`src/rtl/sram_stream_reader.sv`:
```
// Read-side stream master for the multi-channel Sram: walks an address range, absorbs the 1-cycle
// read latency in a 2-entry FIFO, emits valid/ready words. Optional macro: SRAM_STREAM_BOUNDS_CHECK_EN.
module sram_stream_reader #(
    parameter int DATA_WIDTH = 8,
    parameter int ADDR_WIDTH = 8,
    parameter int CHANNEL    = 2,
    parameter int SIZE       = 16
) (
    input  logic                           clk,
    input  logic                           rst_n,
    input  logic                           start,
    input  logic [ADDR_WIDTH-1:0]          base_addr,
    input  logic [ADDR_WIDTH:0]            len,
    output logic                           busy,
    output logic                           done,
    output logic                           err,
    output logic [CHANNEL-1:0]             rd_en,
    output logic [CHANNEL*ADDR_WIDTH-1:0]  rd_addr,
    input  logic [CHANNEL*DATA_WIDTH-1:0]  rd_data,
    output logic                           out_valid,
    input  logic                           out_ready,
    output logic [CHANNEL*DATA_WIDTH-1:0]  out_data,
    output logic                           out_last
);

    localparam logic [ADDR_WIDTH:0]   SIZE_W    = (ADDR_WIDTH+1)'(SIZE);
    localparam logic [ADDR_WIDTH-1:0] LAST_ADDR = ADDR_WIDTH'(SIZE - 1);

    typedef enum logic [1:0] {IDLE, RUN, DRAIN, FIN} state_t;

    state_t                        state;
    logic [ADDR_WIDTH-1:0]         cur_addr;
    logic [ADDR_WIDTH:0]           len_r;
    logic [ADDR_WIDTH:0]           issue_cnt;
    logic                          inflight;
    logic                          inflight_last;
    logic [CHANNEL*DATA_WIDTH-1:0] fifo_data [2];
    logic [1:0]                    fifo_last;
    logic                          wr_ptr;
    logic                          rd_ptr;
    logic [1:0]                    fifo_count;
    logic                          issue;
    logic                          pop;
    logic                          range_bad;
    logic                          last_issue;
    logic [1:0]                    occupancy;

`ifdef SRAM_STREAM_BOUNDS_CHECK_EN
    function automatic logic out_of_range(input logic [ADDR_WIDTH-1:0] b, input logic [ADDR_WIDTH:0] l);
        logic [ADDR_WIDTH:0] end_addr;
        end_addr = {1'b0, b} + l;
        return ({1'b0, b} >= SIZE_W) || (end_addr > SIZE_W);
    endfunction
    assign range_bad = out_of_range(base_addr, len);
`else
    assign range_bad = 1'b0;
`endif

    // Credit counts words already queued or still in the Sram pipe; a pop this cycle frees a slot.
    assign pop        = out_valid & out_ready;
    assign occupancy  = fifo_count + {1'b0, inflight} - {1'b0, pop};
    assign issue      = (state == RUN) && (occupancy < 2'd2);
    assign last_issue = (issue_cnt == len_r - 1'b1);

    assign rd_en     = {CHANNEL{issue}};
    assign rd_addr   = {CHANNEL{cur_addr}};
    assign out_valid = (fifo_count != 2'd0);
    assign out_data  = fifo_data[rd_ptr];
    assign out_last  = out_valid & fifo_last[rd_ptr];

    always_ff @(posedge clk or negedge rst_n) begin
        if (!rst_n) begin
            state     <= IDLE;
            cur_addr  <= '0;
            len_r     <= '0;
            issue_cnt <= '0;
            busy      <= 1'b0;
            done      <= 1'b0;
            err       <= 1'b0;
        end else begin
            done <= 1'b0;
            case (state)
                IDLE: begin
                    if (start) begin
                        busy <= 1'b1;
                        err  <= range_bad;
                        if (len == '0 || range_bad) begin
                            done  <= 1'b1;
                            state <= FIN;
                        end else begin
                            cur_addr  <= ADDR_WIDTH'({1'b0, base_addr} % SIZE_W);
                            len_r     <= len;
                            issue_cnt <= '0;
                            state     <= RUN;
                        end
                    end
                end
                RUN: begin
                    if (issue) begin
                        cur_addr  <= (cur_addr == LAST_ADDR) ? '0 : cur_addr + 1'b1;
                        issue_cnt <= issue_cnt + 1'b1;
                        if (last_issue) state <= DRAIN;
                    end
                end
                DRAIN: begin
                    if (occupancy == 2'd0) begin
                        done  <= 1'b1;
                        state <= FIN;
                    end
                end
                FIN: begin
                    busy  <= 1'b0;
                    state <= IDLE;
                end
                default: state <= IDLE;
            endcase
        end
    end

    // Sram latency stage: a read issued last cycle returns its data now.
    always_ff @(posedge clk or negedge rst_n) begin
        if (!rst_n) begin
            inflight      <= 1'b0;
            inflight_last <= 1'b0;
        end else begin
            inflight      <= issue;
            inflight_last <= issue & last_issue;
        end
    end

    always_ff @(posedge clk or negedge rst_n) begin
        if (!rst_n) begin
            fifo_data[0] <= '0;
            fifo_data[1] <= '0;
            fifo_last    <= '0;
            wr_ptr       <= 1'b0;
            rd_ptr       <= 1'b0;
            fifo_count   <= '0;
        end else begin
            if (inflight) begin
                fifo_data[wr_ptr] <= rd_data;
                fifo_last[wr_ptr] <= inflight_last;
                wr_ptr            <= ~wr_ptr;
            end
            if (pop) rd_ptr <= ~rd_ptr;
            fifo_count <= fifo_count + {1'b0, inflight} - {1'b0, pop};
        end
    end

endmodule

```
`config.mk`:
```
export PLATFORM = sky130hd
export DESIGN_NAME = sram_stream_reader
export DESIGN_NICKNAME = d
export VERILOG_FILES = /design/src/rtl/sram_stream_reader.sv
export SDC_FILE = /design/constraint.sdc
export NUM_CORES = 1
export LEC_CHECK = 0
export CAP_MARGIN = 10
export CELL_PAD_IN_SITES_DETAIL_PLACEMENT = 0
export CELL_PAD_IN_SITES_GLOBAL_PLACEMENT = 1
export CORE_MARGIN = 2
export CORE_UTILIZATION = 44
export CTS_CLUSTER_DIAMETER = 40
export DETAILED_ROUTE_END_ITERATION = 12
export PLACE_DENSITY_LB_ADDON = 0.12
export SETUP_SLACK_MARGIN = 0.3
export SLEW_MARGIN = 30
export SYNTH_ARGS = -nofsm -noshare
export SYNTH_HDL_FRONTEND = slang
export SYNTH_SLANG_ARGS = --single-unit
```
`constraint.sdc`:
```
create_clock -name clk -period 6.3 [get_ports clk]
set_input_delay 0.63 -clock clk [delete_from_list [all_inputs] [get_ports clk]]
set_output_delay 0.63 -clock clk [all_outputs]
set_load 0.05 [all_outputs]
```
======== After elaboration in Yosys (flattened, before gate mapping) ========
Index checks and enable logic that the tools add are counted.
storage, ports and cells
  register bits after elaboration ......... 70
  logic and storage cells ................. 89
operators by class
  $add $sub $neg .......................... 5
  magnitude comparators ................... 7
  equality and inequality tests ........... 10
  multiplexer cells ....................... 32
  bitwise gates (word level) .............. 8
  reduce and logical (&&, ||, !) cells .... 13
operators with widths
  kind                 count
  $mux 16              4
  $bwmux 32            1
  $mux 8               4
  $mux 9               3
  $pmux 9 s2           1
  $demux 16 s1         1
  $pmux 8 s2           1
  $mux 2               5
  $ne 2x2->1 const B   5
  $add 9x1->9 const B  1
  $eq 9x9->1           1
  $logic_not 9->1      1
  $sub 9x1->9 const B  1
  $add 8x1->8 const B  1
  $eq 8x4->1 const B   1
  $pmux 2 s4           1
  $reduce_and 4->1     2
  $mux 1               7
  $reduce_bool 2->1    3
  $eq 2x2->1 const B   2
  $ge 2x2->1 const B   2
  $logic_not 2->1      2
  $lt 1x2->1 const B   2
  $not 1->2            2
  14 further kinds     21

======== Depth between registers and ports, before layout ========
Gate-level depths: netlist (run 1).
  depth after elaboration ................. 7
  gate-level depth with buffers ........... 14
  gate-level depth less buffers ........... 13

======== Least setup slack after synthesis (run 1) ========
OpenSTA, ideal clock, no wires.
  path type ............................... flip-flop to output port
  from .................................... reg fifo_count[0]
  to ...................................... out rd_en[0]
  arrival time ............................ 2.276 ns
  path slack .............................. 3.394 ns
  stages on the path, launching flop included .. 12
  path buffers ............................ 1
  path through ............................ dfrtp_1 > nor2_1 > inv_1 > and2_1 > ha_1 > inv_1 > ha_1 > xnor2_1 > xor2_1 > inv_1 > nor2_1 > buf_4
between the ends
  longest elaborated chain between the ends .. 5
RTL lines
  element                   RTL line  text
  start: declaration        41        logic [1:0] fifo_count;
  start signal: assignment  146       fifo_count <= fifo_count + {1'b0, inflight} - {1'b0, pop};
  $reduce_bool 2->1         67        assign out_valid = (fifo_count != 2'd0);
  named net out_valid       20        output logic out_valid,
  $and 1x1->1               60        assign pop = out_valid & out_ready;
  named net pop             43        logic pop;
  $sub 2x1->2               61        assign occupancy = fifo_count + {1'b0, inflight} - {1'b0, pop};
  named net occupancy[1]    46        logic [1:0] occupancy;
  $lt 2x2->1                62        assign issue = (state == RUN) && (occupancy < 2'd2);
  $logic_and 1x1->1         62
  end: declaration          17        output logic [CHANNEL-1:0] rd_en,
The timed path passes the listed nets, and every way through them passes these cells.

======== Worst setup path after layout (run 1) ========
  from .................................... in out_ready
  to ...................................... out rd_en[1]
between the ends
  longest elaborated chain between the ends .. 4
RTL lines
  element                 RTL line  text
  start: declaration      21        input logic out_ready,
  $and 1x1->1             60
  named net pop           43
  $sub 2x1->2             61
  named net occupancy[1]  46
  $lt 2x2->1              62
  $logic_and 1x1->1       62
The timed path passes the listed nets, and every way through them passes these cells.

==> results of run 1 <==
## cell families (layout without fill, tap and decap cells)
kind of cell | Yosys count | in the layout | synth area share, %
xor+xnor | 12 | 12 | 2.761
buf+inv | 39 | 104 | 5.917
other cells | 1 | 1 | 0.09852
mux | 60 | 60 | 17.62
simple gates | 100 | 100 | 14.10
fa+ha+maj | 9 | 9 | 2.959
compound gates | 55 | 55 | 10.52
flops | 70 | 70 | 46.02
## Yosys cell counts, types with 7 or more instances
| cell | instances |
|---|---|
| dfrtp_1 | 70 |
| mux2_2 | 56 |
| nand2_1 | 25 |
| nor2_1 | 16 |
| inv_1 | 15 |
| o21ai_0 | 12 |
| buf_4 | 11 |
| ha_1 | 9 |
| nand3_1 | 9 |
| a21oi_1 | 8 |
| or3_1 | 8 |
| a22o_1 | 7 |
| o21ai_1 | 7 |
| xnor2_1 | 7 |
## worst max-delay path, cell delays in order
cell and delay (ns):
clkdlybuf4s50_1 0.40, and2_1 0.16, ha_1 0.27, inv_1 0.04, ha_1 0.18, xnor2_1 0.17, xor2_1 0.27, inv_1 0.13
nor2_1 0.25, clkdlybuf4s50_1 0.86
## metal layers
metal,track usage [%],vias up
met3,3.251,10
li1,-,1339
met5,0,-
met2,26.12,52
met1,22.85,1308
met4,6.176,0
## metrics by stage
stage	setup slack (ns)	util, %	instances	power (mW)
after floorplan	3.394	-	346	1.995
after global placement	2.300	54.06	500	2.328
after detailed placement	2.286	54.15	500	2.355
after CTS	2.266	56.82	516	2.771
after global routing	2.162	56.87	516	2.925
final	2.315	56.87	516	2.737
## report_power, final
group,switching (mW),internal [mW]
clock,0.179,0.226
combinational,0.894,0.625
sequential,0.172,0.641
## registers in the layout, summed over array words and instances, names as in the netlist, 2 cells and up
signal      flops
fifo_last       2
fifo_count      2
issue_cnt       9
len_r           9
state           2
fifo_data      32
cur_addr        8
## worst paths after layout
path	startpoint	slack, ns	cells past startpoint	endpoint
worst max-delay path	out_ready	2.31	10	rd_en[1]
worst max register to register	fifo_count[0]$_DFF_PN0_	3.38	12	cur_addr[6]$_DFFE_PN0P_
worst min register to register	wr_ptr$_DFFE_PN0P_	0.50	1	wr_ptr$_DFFE_PN0P_
min in group clk	wr_ptr$_DFFE_PN0P_	0.50	1	wr_ptr$_DFFE_PN0P_
max in group asynchronous	rst_n	5.48	2	fifo_last[1]$_DFFE_PN0P_
worst min-delay path	rst_n	0.39	2	fifo_data[0]$_DFFE_PN0P_
## cell type report
type	count	area, um2	share of cell area [%]
multi-input combinational	237	1837	38.92
sequential	70	1752	37.12
timing repair buffer	73	721.9	15.30
tap	105	131.4	2.784
clock buffer	10	127.6	2.704
clock inverter	6	93.84	1.988
inverter	15	56.30	1.193
==> results.json, run 1 <==
{
  "status": "finished clean",
  "die-area_mm2": 0.009410,
  "highest_layer": "met4",
  "grt_pass1_vias": 2598,
  "finalCritPeriodShare_pct": 63.26,
  "tns_ns": 0,
  "slew_headroom_pct": 44.02,
  "clock_latency_ns": 0.34,
  "synth_cells": 346,
  "dp_hpwl_um": 5147,
  "n_antenna_cell": 0,
  "cts_hold_buf": 0,
  "die_w_um": 97.01,
  "path_max_fanout": 4,
  "wl_met2_um": 3439,
  "cts_buffers": 9,
  "setup_violations": 0,
  "rows": 33,
  "place_area_mm2": 0.004494,
  "p_leak_nw": 1.976,
  "cts.repair.resized": 0,
  "synth-edff-count": 0,
  "cp_data_required_time_ns": 5.67,
  "via_per_inst": 5.250,
  "ys_async_sr_fraction_pct": 100.0,
  "firstDrtPassIters": 4,
  "yosysSeqAreaShare_pct": 46.02,
  "htree_levels": 3,
  "num_vias": 2709,
  "whs_ns": 0.3868,
  "ys.flop_type": "dfrtp_1",
  "cp-end-kind": "primary output",
  "drtIter0Drc": 100,
  "cts_buffer_depth": 2,
  "syn_area_per_cell_um2": 11.00,
  "wl_met3_um": 292,
  "m1WireLength_um": 3534,
  "clockRootBuffer": "clkbuf_8",
  "synth_area_leaders": "dfrtp_1, mux2_2, ha_1",
  "drt_wl_total_um": 7373,
  "synthesis.area_mm2": 0.003806,
  "n_fill_cell": 711,
  "finalHoldViolations": 0,
  "grt_start_max_net_pins": 71,
  "wire_per_inst_um": 14.29,
  "nNetsFinal": 452,
  "peakVddDrop_v": 0.0002735,
  "final_cell_mix": "dfrtp_1, clkdlybuf4s50_1, mux2_2",
  "place.port_buffers": 70,
  "cts_sinks": 70,
  "fin_crit_ns": 3.985,
  "ys_seq_elements": 70,
  "drtAntennaViolNets": 0,
  "yosys_warnings": 0,
  "start_util_pct": 45.86,
  "post-cts-setup-buffers": 0,
  "io_pins": 76,
  "antenna_found_initial": 0,
  "ys_types": 53,
  "critPathLaunchType": "input pin",
  "slew_viol_final": 0,
  "grt_pass1_wl_um": 12740,
  "max_freq_mhz": 250.9,
  "final_common_cell": "dfrtp_1",
  "hold_path.class": "input pin to asynchronous set/reset pin",
  "grt_usage_pct": 16.61,
  "design_area_mm2": 0.004720,
  "synth_top_area_share_pct": 46.02,
  "p_per_area_mw_per_mm2": 579.9,
  "yosysTopAreaCell": "dfrtp_1",
  "cp.arrival_ns": 3.36,
  "fin_skew_ns": 0.009255,
  "drv_cap": 0,
  "overflow": 0,
  "drc": 0,
  "rsz0062_at_grt": "no",
  "synth_fp_nets": 392,
  "drive_above_1_share_pct": 21.41,
  "coreArea_mm2": 0.008299,
  "synthToLayoutAreaGrowth_pct": 24.00,
  "path_class": "input pin to primary output",
  "die_h_um": 97.01,
  "tightestPinTransition_ns": 0.8396,
  "cts_tree": "done",
  "cts.reportedPaths.clkPinSlew_ns": 0.08,
  "gp_congestion": 0.7455
}
Power figures use the tool's default switching activity.
==> inputs of run 2 (changes only) <==
--- a/config.mk
+++ b/config.mk
@@ -9,7 +9,7 @@
 export CELL_PAD_IN_SITES_DETAIL_PLACEMENT = 0
 export CELL_PAD_IN_SITES_GLOBAL_PLACEMENT = 1
 export CORE_MARGIN = 2
-export CORE_UTILIZATION = 44
+export CORE_UTILIZATION = 41
 export CTS_CLUSTER_DIAMETER = 40
 export DETAILED_ROUTE_END_ITERATION = 12
 export PLACE_DENSITY_LB_ADDON = 0.12
==> constraint.sdc (replaced) <==
create_clock -name clk -period 3.7 [get_ports clk]
set_input_delay 0.37 -clock clk [delete_from_list [all_inputs] [get_ports clk]]
set_output_delay 0.37 -clock clk [all_outputs]
set_load 0.05 [all_outputs]
==> run 2 against run 1 <==
The flow now finishes with violations (negative hold slack); core utilization down 5.0 points; global-route usage down 0.17 points; sequential share of layout area is essentially flat; power up 71%; worst setup slack got worse by 1.7 ns; clock skew shrank 0.0016 ns; via count is 0.30% lower; count of clock-buffer cells in the layout did not move; critical path depth up 1; clock power rose by 73%; sequential power up 71%; sequential cell count did not move; critical endpoint is now rd_en[0]; largest power group unchanged.
==> results.json, run 2 (same netlist as run 1, synthesis figures left out) <==
{
  "cts_buffer_depth": 2,
  "critical_path.top_delay_family": "simple AND/OR/NAND/NOR gates",
  "setup_ws_ns": 0.6501,
  "fin_crit_ns": 3.050,
  "finalHoldViolations": 35,
  "largest-register": "fifo_data",
  "crit_path_end": "rd_en[0]",
  "power_mw": 4.678,
  "whs_ns": -0.02046,
  "place_worst_setup_slack_ns": 0.5841,
  "coreArea_mm2": 0.009109,
  "r2r_start": "fifo_count[1]$_DFF_PN0_",
  "die_w_um": 100.4,
  "fin_skew_ns": 0.007653,
  "peakVddDrop_v": 0.0003010,
  "wire_per_inst_um": 14.84,
  "hold_path.class": "input pin to asynchronous set/reset pin",
  "reg2reg_slack_ns": 0.74,
  "rows": 35,
  "cts.repair.resized": 0,
  "drv_cap": 0,
  "setup_violations": 0,
  "grt_usage_pct": 16.43,
  "cp_common_cell": "inv_1",
  "rsz0062_at_grt": "no",
  "crit_path_cell_trace": "nor2_1 > inv_1 > and2_1 > ha_1 > inv_1 > ha_1 > xnor2_1 > xor2_1 > inv_1 > nor2_1 > buf_4",
  "top_regs": "fifo_data x32, issue_cnt x9, len_r x9",
  "num_vias": 2701,
  "htree_levels": 3,
  "status": "complete, but fails checks",
  "cp.arrival_ns": 2.68,
  "nNetsFinal": 452,
  "cp.depth": 11,
  "drt_wl_total_um": 7745,
  "cts_sinks": 70,
  "start_util_pct": 41.79,
  "firstDrtPassIters": 4,
  "placedCellCount": 506,
  "largest_reg_flops": 32,
  "clock_latency_ns": 0.35,
  "n_fill_cell": 807,
  "cts_tree": "done",
  "drtAntennaViolNets": 0,
  "max_freq_mhz": 327.9,
  "p_per_area_mw_per_mm2": 990.9,
  "crit_start": "fifo_count[1]$_DFF_PN0_",
  "violations": "negative hold slack",
  "dp_hpwl_um": 5371,
  "post-cts-setup-buffers": 0,
  "overflow": 0,
  "worstReg2RegEnd": "cur_addr[6]$_DFFE_PN0P_",
  "finalCritPeriodShare_pct": 82.43,
  "grt_pass1_vias": 2714,
  "cts_hold_buf": 0,
  "tns_ns": 0,
  "tightestPinTransition_ns": 0.8456,
  "path_max_fanout": 4,
  "critPathLaunchType": "flip-flop",
  "cpPeakStageDelay_ns": 0.39,
  "io_pins": 76,
  "cp-end-kind": "primary output",
  "ff_latch_area_mm2": 0.001752,
  "die-area_mm2": 0.01007,
  "p_leak_nw": 1.980,
  "fin_util_pct": 51.83,
  "path_buf_inv": 4,
  "r2r_cells": 12,
  "final_common_cell": "dfrtp_1",
  "via_per_inst": 5.174,
  "synthToLayoutAreaGrowth_pct": 24.03,
  "drtIter0Drc": 119,
  "gp_congestion": 0.7671,
  "antenna_found_initial": 0,
  "cp_data_required_time_ns": 3.33,
  "multiInputGateArea_mm2": 0.001837,
  "design_area_mm2": 0.004721,
  "cts.reportedPaths.clkPinSlew_ns": 0.08,
  "drc": 0,
  "grt_pass1_wl_um": 13010,
  "die_h_um": 100.4,
  "drive_above_1_share_pct": 21.90,
  "cts_buffers": 9,
  "layoutNonFillerInstCount": 522,
  "place.port_buffers": 70,
  "path_class": "flip-flop to primary output",
  "clockRootBuffer": "clkbuf_8",
  "slew_viol_final": 0,
  "final_cell_mix": "dfrtp_1, clkdlybuf4s50_1, mux2_2",
  "slew_headroom_pct": 43.51,
  "place_area_mm2": 0.004489,
  "n_antenna_cell": 0,
  "crit_path_top_delay_cell": "dfrtp_1",
  "grt_start_max_net_pins": 38
}
[run 2: how the worst min path moves through the flow]
stage,start,end,slack (ns),cells past startpoint
3_5_place_dp,wr_ptr$_DFFE_PN0P_,wr_ptr$_DFFE_PN0P_,0.48,1
3_3_place_gp,wr_ptr$_DFFE_PN0P_,wr_ptr$_DFFE_PN0P_,0.48,1
4_1_cts,rst_n,fifo_data[18]$_DFFE_PN0P_,0.16,1
6_report,rst_n,fifo_data[18]$_DFFE_PN0P_,-0.02,1
2_1_floorplan,rst_n,busy$_DFFE_PN0P_,0.07,0
5_1_grt,rst_n,fifo_data[18]$_DFFE_PN0P_,0.005,1
[run 2: metal layers]
metal / part of all wire, % / routed length (um) / track usage (%)
met3: 3.4 / 266 / 3.969
met1: 46 / 3592 / 20.62
met2: 49 / 3815 / 27.52
met5: 0 / 0 / 0
met4: 0.90 / 70 / 6.112
[run 2: where the power goes]
part           switching (mW)  total (mW)  internal [mW]  leakage (nW)
logic                    1.53        2.59           1.06          1.01
clock network           0.313       0.699          0.386         0.107
registers               0.296        1.39           1.09         0.859
[run 2: layout make-up]
| class | instances | area share [%] |
|---|---|---|
| Clock buffer | 10 | 2.703 |
| Clock inverter | 6 | 1.988 |
| Inverter | 15 | 1.193 |
| Multi-Input combinational cell | 237 | 38.91 |
| Sequential cell | 70 | 37.11 |
| Tap cell | 111 | 2.942 |
| Timing Repair Buffer | 73 | 15.16 |
[run 2: worst register-to-register path, stage by stage, from the launching register on]
cell,delay (ns)
dfrtp_1,0.39
nor2_1,0.13
inv_1,0.06
and2_1,0.18
ha_1,0.27
inv_1,0.04
ha_1,0.18
xnor2_1,0.16
xor2_1,0.29
inv_1,0.13
a22o_4,0.39
or2_2,0.38
o41ai_1,0.25
==> inputs of run 3 (changes only) <==
--- a/config.mk
+++ b/config.mk
@@ -9,7 +9,7 @@
 export CELL_PAD_IN_SITES_DETAIL_PLACEMENT = 0
 export CELL_PAD_IN_SITES_GLOBAL_PLACEMENT = 1
 export CORE_MARGIN = 2
-export CORE_UTILIZATION = 41
+export CORE_UTILIZATION = 37
 export CTS_CLUSTER_DIAMETER = 40
 export DETAILED_ROUTE_END_ITERATION = 12
 export PLACE_DENSITY_LB_ADDON = 0.12
==> constraint.sdc (replaced) <==
create_clock -name clk -period 2.7 [get_ports clk]
set_input_delay 0.27 -clock clk [delete_from_list [all_inputs] [get_ports clk]]
set_output_delay 0.27 -clock clk [all_outputs]
set_load 0.05 [all_outputs]
==> run 3 against run 2 <==
The flow now finishes without violations; wire length increased by 6.5%; worst hold slack improved by 0.052 ns; first-iteration DRC count increased by 29%; power increased by 57%; final cell count increased by 9.0%; sequential power increased by 36%; worst setup slack got worse by 0.53 ns; die area increased by 10%; final area increased by 11%.
==> results.json, run 3 (same netlist as run 1, synthesis figures left out) <==
{
  "placedCellCount": 543,
  "start_util_pct": 37.54,
  "die_h_um": 105.4,
  "n_fill_cell": 917,
  "top_regs": "fifo_data x32, issue_cnt x9, len_r x9",
  "slew_viol_final": 0,
  "cts_hold_buf": 0,
  "drv_cap": 0,
  "fin_crit_ns": 2.578,
  "layoutNonFillerInstCount": 569,
  "io_pins": 76,
  "multiInputGateArea_mm2": 0.002017,
  "place.port_buffers": 70,
  "crit_start": "fifo_count[1]$_DFF_PN0_",
  "cts_sinks": 70,
  "drc": 0,
  "firstDrtPassIters": 4,
  "grt_usage_pct": 15.61,
  "cp_data_required_time_ns": 2.43,
  "reg2reg_slack_ns": 0.16,
  "die_w_um": 105.4,
  "drt_wl_total_um": 8246,
  "largest_reg_flops": 32,
  "largest-register": "fifo_data",
  "drtAntennaViolNets": 0,
  "final_common_cell": "dfrtp_1",
  "final_cell_mix": "dfrtp_1, mux2_2, clkdlybuf4s50_1",
  "tns_ns": 0,
  "r2r_start": "fifo_count[1]$_DFF_PN0_",
  "coreArea_mm2": 0.01014,
  "grt_start_max_net_pins": 71,
  "crit_path_cell_trace": "nor2_4 > inv_4 > and2_4 > ha_4 > inv_2 > ha_4 > xnor2_4 > xor2_2 > inv_2 > nor2_4 > buf_6 > buf_12",
  "cp.arrival_ns": 2.31,
  "cpPeakStageDelay_ns": 0.41,
  "setup_ws_ns": 0.1219,
  "via_per_inst": 4.991,
  "die-area_mm2": 0.01111,
  "p_per_area_mw_per_mm2": 1396,
  "cts.reportedPaths.clkPinSlew_ns": 0.09,
  "status": "finished clean",
  "cts_tree": "done",
  "dp_hpwl_um": 5536,
  "n_antenna_cell": 0,
  "overflow": 0,
  "setup_violations": 0,
  "wire_per_inst_um": 14.49,
  "synthToLayoutAreaGrowth_pct": 38.10,
  "drtIter0Drc": 154,
  "finalCritPeriodShare_pct": 95.49,
  "cp-end-kind": "primary output",
  "p_leak_nw": 2.248,
  "crit_path_top_delay_cell": "dfrtp_1",
  "ff_latch_area_mm2": 0.001752,
  "nNetsFinal": 474,
  "tightestPinTransition_ns": 0.7727,
  "path_class": "flip-flop to primary output",
  "num_vias": 2840,
  "htree_levels": 3,
  "path_max_fanout": 3,
  "drive_above_1_share_pct": 32.56,
  "clock_latency_ns": 0.35,
  "rows": 37,
  "grt_pass1_wl_um": 13900,
  "hold_path.class": "input pin to asynchronous set/reset pin",
  "power_mw": 7.337,
  "whs_ns": 0.03128,
  "critPathLaunchType": "flip-flop",
  "fin_skew_ns": 0.01178,
  "antenna_found_initial": 0,
  "rsz0062_at_grt": "yes",
  "clockRootBuffer": "clkbuf_8",
  "r2r_cells": 13,
  "peakVddDrop_v": 0.0005427,
  "gp_congestion": 0.7249,
  "finalHoldViolations": 0,
  "cts_buffers": 9,
  "worstReg2RegEnd": "cur_addr[5]$_DFFE_PN0P_",
  "place_worst_setup_slack_ns": -0.05237,
  "max_freq_mhz": 387.9,
  "cts_buffer_depth": 2,
  "grt_pass1_vias": 2883,
  "slew_headroom_pct": 48.36
}
run 3: cell count changes in the layout (fill, tap and decap cells not counted), sizes merged:
cell	before	now
dlymetal6s2s	0	1
clkinv	1	0
clkinvlp	1	2
clkdlybuf4s50	67	55
buf	6	28
dlygate4sd2	0	11
run 3: what timing repair did:
item,4_1_cts,5_1_grt
endpoints found under the setup margin,31,22
setup buffers,6,1
pin swaps,16,4
hold endpoints to repair,0,0
gates cloned,3,0
resized for setup,34,18
run 3: final cells by class:
class,count,area share (%)
Tap cell,136,3.237
Inverter,15,1.119
Timing Repair Buffer,95,19.57
Sequential cell,70,33.33
Multi-Input combinational cell,237,38.37
Clock buffer,10,2.618
Clock inverter,6,1.761
run 3: layer usage:
layer / GRT usage, % / wire [um] / up-vias
li1: - / - / 1383
met1: 20.53 / 3848 / 1401
met2: 26.04 / 4020 / 50
met3: 3.463 / 307 / 6
met4: 4.000 / 70 / 0
met5: 0 / 0 / -
run 3: worst max-delay path by stage:
stage | endpoint | cells after the start
2_1_floorplan | cur_addr[5]$_DFFE_PN0P_ | 13
3_3_place_gp | cur_addr[5]$_DFFE_PN0P_ | 12
3_5_place_dp | cur_addr[5]$_DFFE_PN0P_ | 12
4_1_cts | rd_en[1] | 12
5_1_grt | rd_en[1] | 12
6_report | rd_en[1] | 12
run 3: through the flow:
stage	instance area, um2	util, %
after floorplan	3865	-
after global placement	4720	46.55
after detailed placement	4720	46.55
after CTS	5164	50.93
after global routing	5256	51.85
final	5256	51.85
run 3: where the power goes:
| part | leakage (nW) | total (mW) | switching [mW] | internal (mW) |
|---|---|---|---|---|
| Sequential | 0.859 | 1.89 | 0.398 | 1.50 |
| Combinational | 1.28 | 4.45 | 2.42 | 2.03 |
| Clock | 0.110 | 0.991 | 0.439 | 0.552 |
| Total | 2.25 | 7.34 | 3.26 | 4.08 |
run 3: critical path: cells and delay by family (launching register included):
family	cells	cell delay, ns
buffers and inverters	5	0.43
XOR/XNOR	2	0.35
adder cells (fa/ha/maj)	2	0.41
AND/OR/NAND/NOR	3	0.38
flip-flops	1	0.41
